==> src/rtl/stopwatch_control.sv <==
// Stopwatch control: button synchronisers, IDLE/RUNNING/PAUSED FSM, 1 s tick prescaler and clear pulse.
// Optional button debounce filter enabled with `define STOPWATCH_DEBOUNCE_EN.
module stopwatch_control #(
  parameter int TICK_DIV        = 100000000,
  parameter int DEBOUNCE_CYCLES = 1000000
) (
  input  logic       clk,
  input  logic       rst_n,
  input  logic       btn_start,
  input  logic       btn_stop,
  input  logic       btn_reset,
  output logic       tick_en,
  output logic       clr,
  output logic       running,
  output logic       paused,
  output logic [1:0] state
);

  localparam int PW = (TICK_DIV > 1) ? $clog2(TICK_DIV) : 1;
  localparam logic [PW-1:0] PRESC_MAX = PW'(TICK_DIV - 1);

  typedef enum logic [1:0] {
    S_IDLE  = 2'b00,
    S_RUN   = 2'b01,
    S_PAUSE = 2'b10
  } state_t;

  if (TICK_DIV < 2 || DEBOUNCE_CYCLES < 2) begin : g_param_check
    $error("stopwatch_control: TICK_DIV and DEBOUNCE_CYCLES must both be >= 2");
  end

  // Button bit order: [0] start, [1] stop, [2] reset.
  logic [2:0]    w_btn;
  logic [2:0]    r_sync_p0;
  logic [2:0]    r_sync_p1;
  logic [2:0]    w_lvl;
  logic [2:0]    r_lvl_p2;
  logic [2:0]    w_rise;
  logic          w_cmd_start;
  logic          w_cmd_stop;
  logic          w_cmd_reset;
  state_t        r_state;
  logic          r_clr;
  logic          r_running;
  logic          r_paused;
  logic          r_tick;
  logic [PW-1:0] r_presc;

  assign w_btn = {btn_reset, btn_stop, btn_start};

  // Stage p0/p1: two-flop synchroniser
  always_ff @(posedge clk or negedge rst_n) begin
    if (!rst_n) begin
      r_sync_p0 <= '0;
      r_sync_p1 <= '0;
    end else begin
      r_sync_p0 <= w_btn;
      r_sync_p1 <= r_sync_p0;
    end
  end

`ifdef STOPWATCH_DEBOUNCE_EN
  localparam int DBW = $clog2(DEBOUNCE_CYCLES);
  localparam logic [DBW-1:0] DB_MAX = DBW'(DEBOUNCE_CYCLES - 1);

  logic [DBW-1:0] r_db_cnt [3];
  logic [2:0]     r_db_lvl;

  // Filtered level flips only after DEBOUNCE_CYCLES consecutive disagreeing samples.
  always_ff @(posedge clk or negedge rst_n) begin
    if (!rst_n) begin
      for (int i = 0; i < 3; i++) r_db_cnt[i] <= '0;
      r_db_lvl <= '0;
    end else begin
      for (int i = 0; i < 3; i++) begin
        if (r_sync_p1[i] != r_db_lvl[i]) begin
          if (r_db_cnt[i] == DB_MAX) begin
            r_db_lvl[i] <= r_sync_p1[i];
            r_db_cnt[i] <= '0;
          end else begin
            r_db_cnt[i] <= r_db_cnt[i] + 1'b1;
          end
        end else begin
          r_db_cnt[i] <= '0;
        end
      end
    end
  end

  assign w_lvl = r_db_lvl;
`else
  assign w_lvl = r_sync_p1;
`endif

  // Stage p2: previous level for rising-edge detection
  always_ff @(posedge clk or negedge rst_n) begin
    if (!rst_n) r_lvl_p2 <= '0;
    else        r_lvl_p2 <= w_lvl;
  end

  assign w_rise      = w_lvl & ~r_lvl_p2;
  assign w_cmd_reset = w_rise[2];
  assign w_cmd_stop  = w_rise[1] & ~w_rise[2];
  assign w_cmd_start = w_rise[0] & ~w_rise[1] & ~w_rise[2];

  // running/paused track the next state so they switch together with r_state.
  always_ff @(posedge clk or negedge rst_n) begin
    if (!rst_n) begin
      r_state   <= S_IDLE;
      r_clr     <= 1'b0;
      r_running <= 1'b0;
      r_paused  <= 1'b0;
    end else begin
      r_clr <= 1'b0;
      case (r_state)
        S_IDLE: begin
          if (w_cmd_reset) begin
            r_clr <= 1'b1;
          end else if (w_cmd_start) begin
            r_state   <= S_RUN;
            r_running <= 1'b1;
          end
        end
        S_RUN: begin
          if (w_cmd_reset) begin
            r_state   <= S_IDLE;
            r_running <= 1'b0;
            r_clr     <= 1'b1;
          end else if (w_cmd_stop) begin
            r_state   <= S_PAUSE;
            r_running <= 1'b0;
            r_paused  <= 1'b1;
          end
        end
        S_PAUSE: begin
          if (w_cmd_reset) begin
            r_state  <= S_IDLE;
            r_paused <= 1'b0;
            r_clr    <= 1'b1;
          end else if (w_cmd_start) begin
            r_state   <= S_RUN;
            r_running <= 1'b1;
            r_paused  <= 1'b0;
          end
        end
        default: begin
          r_state   <= S_IDLE;
          r_running <= 1'b0;
          r_paused  <= 1'b0;
        end
      endcase
    end
  end

  // Prescaler holds in PAUSED; a stop or reset in the wrap cycle suppresses the tick.
  always_ff @(posedge clk or negedge rst_n) begin
    if (!rst_n) begin
      r_presc <= '0;
      r_tick  <= 1'b0;
    end else begin
      r_tick <= 1'b0;
      if (w_cmd_reset || r_state == S_IDLE) begin
        r_presc <= '0;
      end else if (r_state == S_RUN && !w_cmd_stop) begin
        if (r_presc == PRESC_MAX) begin
          r_presc <= '0;
          r_tick  <= 1'b1;
        end else begin
          r_presc <= r_presc + 1'b1;
        end
      end
    end
  end

  assign tick_en = r_tick;
  assign clr     = r_clr;
  assign running = r_running;
  assign paused  = r_paused;
  assign state   = r_state;

endmodule

==> config.mk <==
export PLATFORM = sky130hd
export DESIGN_NAME = stopwatch_control
export DESIGN_NICKNAME = d
export VERILOG_FILES = /design/src/rtl/stopwatch_control.sv
export SDC_FILE = /design/constraint.sdc
export NUM_CORES = 1
export LEC_CHECK = 0
export BUFFER_PORTS_ARGS = -buffer_cell sky130_fd_sc_hd__buf_2
export CORE_MARGIN = 10
export CORE_UTILIZATION = 60
export CTS_CLUSTER_SIZE = 40
export DETAILED_ROUTE_END_ITERATION = 8
export PLACE_DENSITY = 0.77
export SYNTH_ARGS = -nofsm -noshare
export SYNTH_HDL_FRONTEND = slang
export SYNTH_SLANG_ARGS = --single-unit
==> constraint.sdc <==
create_clock -name clk -period 5.1 [get_ports clk]
set_input_delay 1.53 -clock clk [delete_from_list [all_inputs] [get_ports clk]]
set_output_delay 1.53 -clock clk [all_outputs]
set_load 0.01 [all_outputs]
# After elaboration in Yosys (flattened, before gate mapping)
# Index checks and enable logic that the tools add are counted.
op_classes:
  addsub: 1
  eq_ne: 10
  reduce_logical: 10
  bitwise_logic: 8
  mux: 24
op_table:
  columns: ["cell", "count"]
  rows:
  - ["$mux W27", 3]
  - ["$add A27 B1 Y27 const B", 1]
  - ["$eq A27 B27 Y1 const B", 1]
  - ["$mux W1", 13]
  - ["$mux W2", 5]
  - ["$ne A2 B2 Y1 const B", 4]
  - ["$ne A3 B3 Y1 const B", 2]
  - ["$pmux W2 S3", 1]
  - ["$reduce_and A4 Y1", 1]
  - ["$and A1 B1 Y1", 3]
  - ["$and A3 B3 Y3", 1]
  - ["$not A1 Y1", 3]
  - ["$not A3 Y3", 1]
  - ["$pmux W1 S3", 1]
  - ["$reduce_and A3 Y1", 1]
  - ["$reduce_or A3 Y1", 1]
  - ["$eq A2 B1 Y1 const B", 1]
  - ["$eq A2 B2 Y1 const B", 1]
  - ["$logic_not A2 Y1", 1]
  - ["$ne A2 B1 Y1 const B", 1]
  - ["$pmux W1 S2", 1]
  - ["$reduce_and A2 Y1", 1]
  - ["$reduce_bool A2 Y1", 1]
  - ["$reduce_or A2 Y1", 1]
  - ["3 further kinds", 3]
word_totals:
  in_bits: 5
  word_cells: 62
  regBits: 42
  out_inout_bits: 6

# Depth between registers and ports, before layout
depth:
  word_depth: 8
  ltp_mapped: 8
  mapped_depth_nobuf: 6

# Worst setup path before layout
# Ideal clock, no wire load.
synth_path:
  kind: "register to register"
  from: "register r_presc[0]"
  to: "register r_presc[13]"
  slack_ns: 3.125
  stages_incl_launch_ff: 9
  n_path_buf: 2
  t_arrival_ns: 1.899
  period_less_slack_ns: 1.975
  path_cell_list: "dfrtp_1 ha_1 and3_1 and2_4 buf_6 and4b_4 buf_6 or4_1 o21ai_1"
synth_between:
  elab_chain_cells: 4
  elab_cells_between_ends: 5
synth_rtl:
  columns: ["item", "line", "rtl"]
  rows:
  - ["from (decl)", "47", "logic [PW-1:0] r_presc;"]
  - ["from (signal assigned)", "169", "r_presc <= r_presc + 1'b1;"]
  - ["$add A27 B1 Y27 / $eq A27 B27 Y1 (equally long branches)", "169, 165", null]
  - ["$mux W27 *", "165", "if (r_presc == PRESC_MAX) begin"]
  - ["$mux W27 *", "164", "end else if (r_state == S_RUN && !w_cmd_stop) begin"]
  - ["$mux W27 *", "162", "if (w_cmd_reset || r_state == S_IDLE) begin"]
# Mark *: on every way between the ends. The rest lies on a longest branch, timed or not. The select of a mux whose other input is x is not followed.
# A chain may end at the register's enable or synchronous reset.

# Worst setup path in the final report
layout_path:
  from: "register r_state[0] (netlist: state[0])"
  to: "output state[0]"
layout_lines:
  columns: ["item", "line", "rtl"]
  rows:
  - ["from (decl)", "42", "state_t r_state;"]
  - ["from (signal assigned)", "109", "r_state <= S_IDLE;"]
  - ["from (signal assigned)", "120", "r_state <= S_RUN;"]
  - ["from (signal assigned)", "126", "r_state <= S_IDLE;"]
  - ["to (decl)", "16", "output logic [1:0] state"]
# No word-level cell between the ends.

==> results by group <==
Power
  – VDD IR max: 0.0001524 V
  – Pwr Density: 277.8 nW/um2
  – Overall power: 0.6412 mW
  – Standby leakage power: 0.9330 nW

Setup path
  – Worst path cell trace: buf_2
  – R2R depth: 6
  – Worst EP arrival: 1.00 ns
  – Crit Path Class: flip-flop to output port
  – Reg-to-Reg Start: r_presc[0]$_DFFE_PN0P_
  – Worst Setup End Kind: output port
  – Crit-path slowest cell: dfrtp_1
  – Crit path buf inv count: 1
  – Worst endpoint required time: 3.57 ns
  – CP top delay family: flip-flops
  – Slowest stage delay, CP: 0.51 ns
  – Reg2reg setup slack: 2.73 ns
  – RR Endpoint: r_presc[5]$_DFFE_PN0P_
  – Worst-path fanout max: 12
  – Startpoint Class: flip-flop

Placement
  – Estimated wirelength of the detail-placed design: 3.079 mm
  – Gpl congestion: 0.8406
  – PortBufs: 10
  – Cell count after placement: 275

Clock network
  – Quantity of hold-fixing buffers added after cts: 0
  – CTS tree: done
  – H-tree levels: 2
  – Max Root-Sink Buffers: 2
  – Clock sink count: 42
  – Clock transition at the registers of the reported paths: 0.08 ns
  – Postcts setup bufs: 0
  – Skew-Pair Late Insertion Delay: 0.30 ns
  – Total CTS buffers: 5
  – CTS resizes: 0
  – Root Buffer: clkbuf_8

STA
  – Setup TNS: 0 ns
  – Fin. max-slew vios: 0
  – Final setup viols: 0
  – Clk_skew: 0.01177 ns
  – Worst rel slew slack: 31.08%
  – Final worst-path cycle share: 49.57%
  – Final Hold Viols: 0
  – RSZ-0062 raised after global routing: no
  – Min cycle time layout: 2.528 ns
  – Worst-margin pin slew: 1.030 ns
  – Max Clock Freq: 395.5 MHz

Hold path
  – Hold crit path type: flip-flop to flip-flop
  – Hold Path Depth: 0
  – Min-delay src: r_sync_p0[1]$_DFF_PN0_
  – Hold path endpoint: r_sync_p1[1]$_DFF_PN0_

Synth
  – Post-synth ARST share: 100.0%
  – Mapped Nets: 240
  – Main synth FF type: dfrtp_1
  – Synth cell types: 43
  – Post-synthesis sequential area ratio: 47.24%
  – Mapped cell area: 2225 um2
  – Syn. warnings: 0
  – Cells after synthesis: 234
  – Post-synth EDFFs: 0
  – Flops & latches, synth: 42
  – Mapped Avg Cell Area: 9.507 um2

Routing
  – Vias per cell: 6.795
  – Wirelength per Cell: 16.98 um
  – TritonRoute pass-1 iters: 5
  – First-iteration detailed-routing DRC count: 175
  – DR vias: 1923
  – DRC: 0
  – Total Routed Length: 4.804 mm
  – Final ANT Viol Nets: 0

Global routing
  – Initial antenna violation count: 0
  – First-pass GRT wire length: 8.183 mm
  – Largest net degree at the start of global routing: 43
  – Overflow after GRT: 0
  – Gr usage total: 15.20%
  – Vias in the first global route: 1746

Cells and area
  – Non-Filler Instances: 283
  – # nets final: 240
  – ANT cells: 0
  – Most common cell after layout, fill and taps aside: dfrtp_1
  – Area grow syn2layout: 3.768%
  – Proportion of layout cells with a drive suffix above 1: 10.64%
  – Most frequent cells in the layout: dfrtp_1, a31oi_1, nor2_1

Floorplan
  – Die height: 80.89 um
  – Starting Density: 61.23%
  – FP Rows: 22
  – Die area: 6543 um2
  – IO Pins: 11
  – Die W: 80.89 um
  – Core area: 3633 um2

Run
  – Max cap viols: 0

Run status
  – Status: completed
cells in the mapped netlist (2+ instances only):
cell / count / area, um2
and3_1: 5 / 31.28
clkbuf_1: 7 / 26.28
a31oi_1: 28 / 175.2
a41oi_1: 5 / 43.79
o21ai_1: 2 / 10.01
and2_1: 4 / 25.02
nor2b_1: 2 / 12.51
and4_1: 4 / 35.03
inv_1: 12 / 45.04
or3_1: 5 / 31.28
o21ai_0: 10 / 50.05
buf_2: 3 / 15.01
a22o_1: 2 / 17.52
nand2_1: 13 / 48.80
nor3_1: 6 / 30.03
nand4_1: 13 / 81.33
nand3b_1: 2 / 15.01
buf_6: 5 / 56.30
buf_4: 2 / 15.01
nand3_1: 10 / 50.05
or4_1: 7 / 52.55
dfrtp_1: 42 / 1051
o21bai_1: 3 / 22.52
nor4_1: 5 / 31.28
o31ai_1: 4 / 30.03
a21oi_1: 3 / 15.01
nor2_1: 14 / 52.55
registers in the layout (all words and copies together) (netlist names):
name and flops:
clr 1, paused 1, r_lvl_p2 3, r_presc 27, r_sync_p0 3, r_sync_p1 3, running 1, state 2
tick_en 1
where the power goes:
| group | switching (mW) | total, mW | internal [mW] |
|---|---|---|---|
| clock network | 0.116 | 0.213 | 0.0967 |
| logic | 0.0499 | 0.0763 | 0.0264 |
| registers | 0.00941 | 0.352 | 0.343 |
per-layer routing:
layer  vias up  part of all wire [%]  GRT usage (%)
li1        891                     -              -
met1       929                    47          21.28
met2        98                    45          22.85
met3         5                   7.6          3.311
met4         0                  0.44          4.844
met5         -                     0              0
worst max path at each step:
stage | slack [ns] | to | cells past startpoint | from
2_1_floorplan | 3.12 | r_presc[13]$_DFFE_PN0P_ | 8 | r_presc[0]$_DFFE_PN0P_
3_3_place_gp | 2.78 | r_presc[24]$_DFFE_PN0P_ | 1 | rst_n
3_5_place_dp | 2.77 | r_presc[20]$_DFFE_PN0P_ | 1 | rst_n
4_1_cts | 2.56 | state[0] | 1 | state[0]$_DFFE_PN0P_
5_1_grt | 2.50 | state[0] | 1 | state[0]$_DFFE_PN0P_
6_report | 2.57 | state[0] | 1 | state[0]$_DFFE_PN0P_
through the flow:
stage	cell area, um2	hold WS (ns)	utilization, %	setup slack [ns]
CTS	2308	0.3596	63.53	2.564
global placement	2222	0.3323	61.16	2.784
global route	2308	0.3678	63.53	2.504
detailed placement	2222	0.3410	61.16	2.774
floorplan	2225	0.3312	-	3.125
finish	2308	0.3564	63.53	2.572
cell families (layout without fill, tap and decap cells):
logic type | after synthesis | count (layout) | share of synthesized area (%)
adders and majority gates | 1 | 1 | 0.5623
and+or+nand+nor | 100 | 100 | 26.72
AOI/OAI and AO/OA | 61 | 61 | 18.05
DFF | 42 | 42 | 47.24
buffers and inverters | 30 | 31 | 7.424
layout make-up:
cell class / instances / area, um2
Fill cell: 315 / 1325
Sequential cell: 42 / 1051
Multi-Input combinational cell: 162 / 1008
Clock buffer: 6 / 72.57
Tap cell: 48 / 60.06
Timing Repair Buffer: 11 / 57.56
Inverter: 12 / 45.04
Clock inverter: 2 / 13.76
Note: power is estimated with default switching activity, not from simulation.
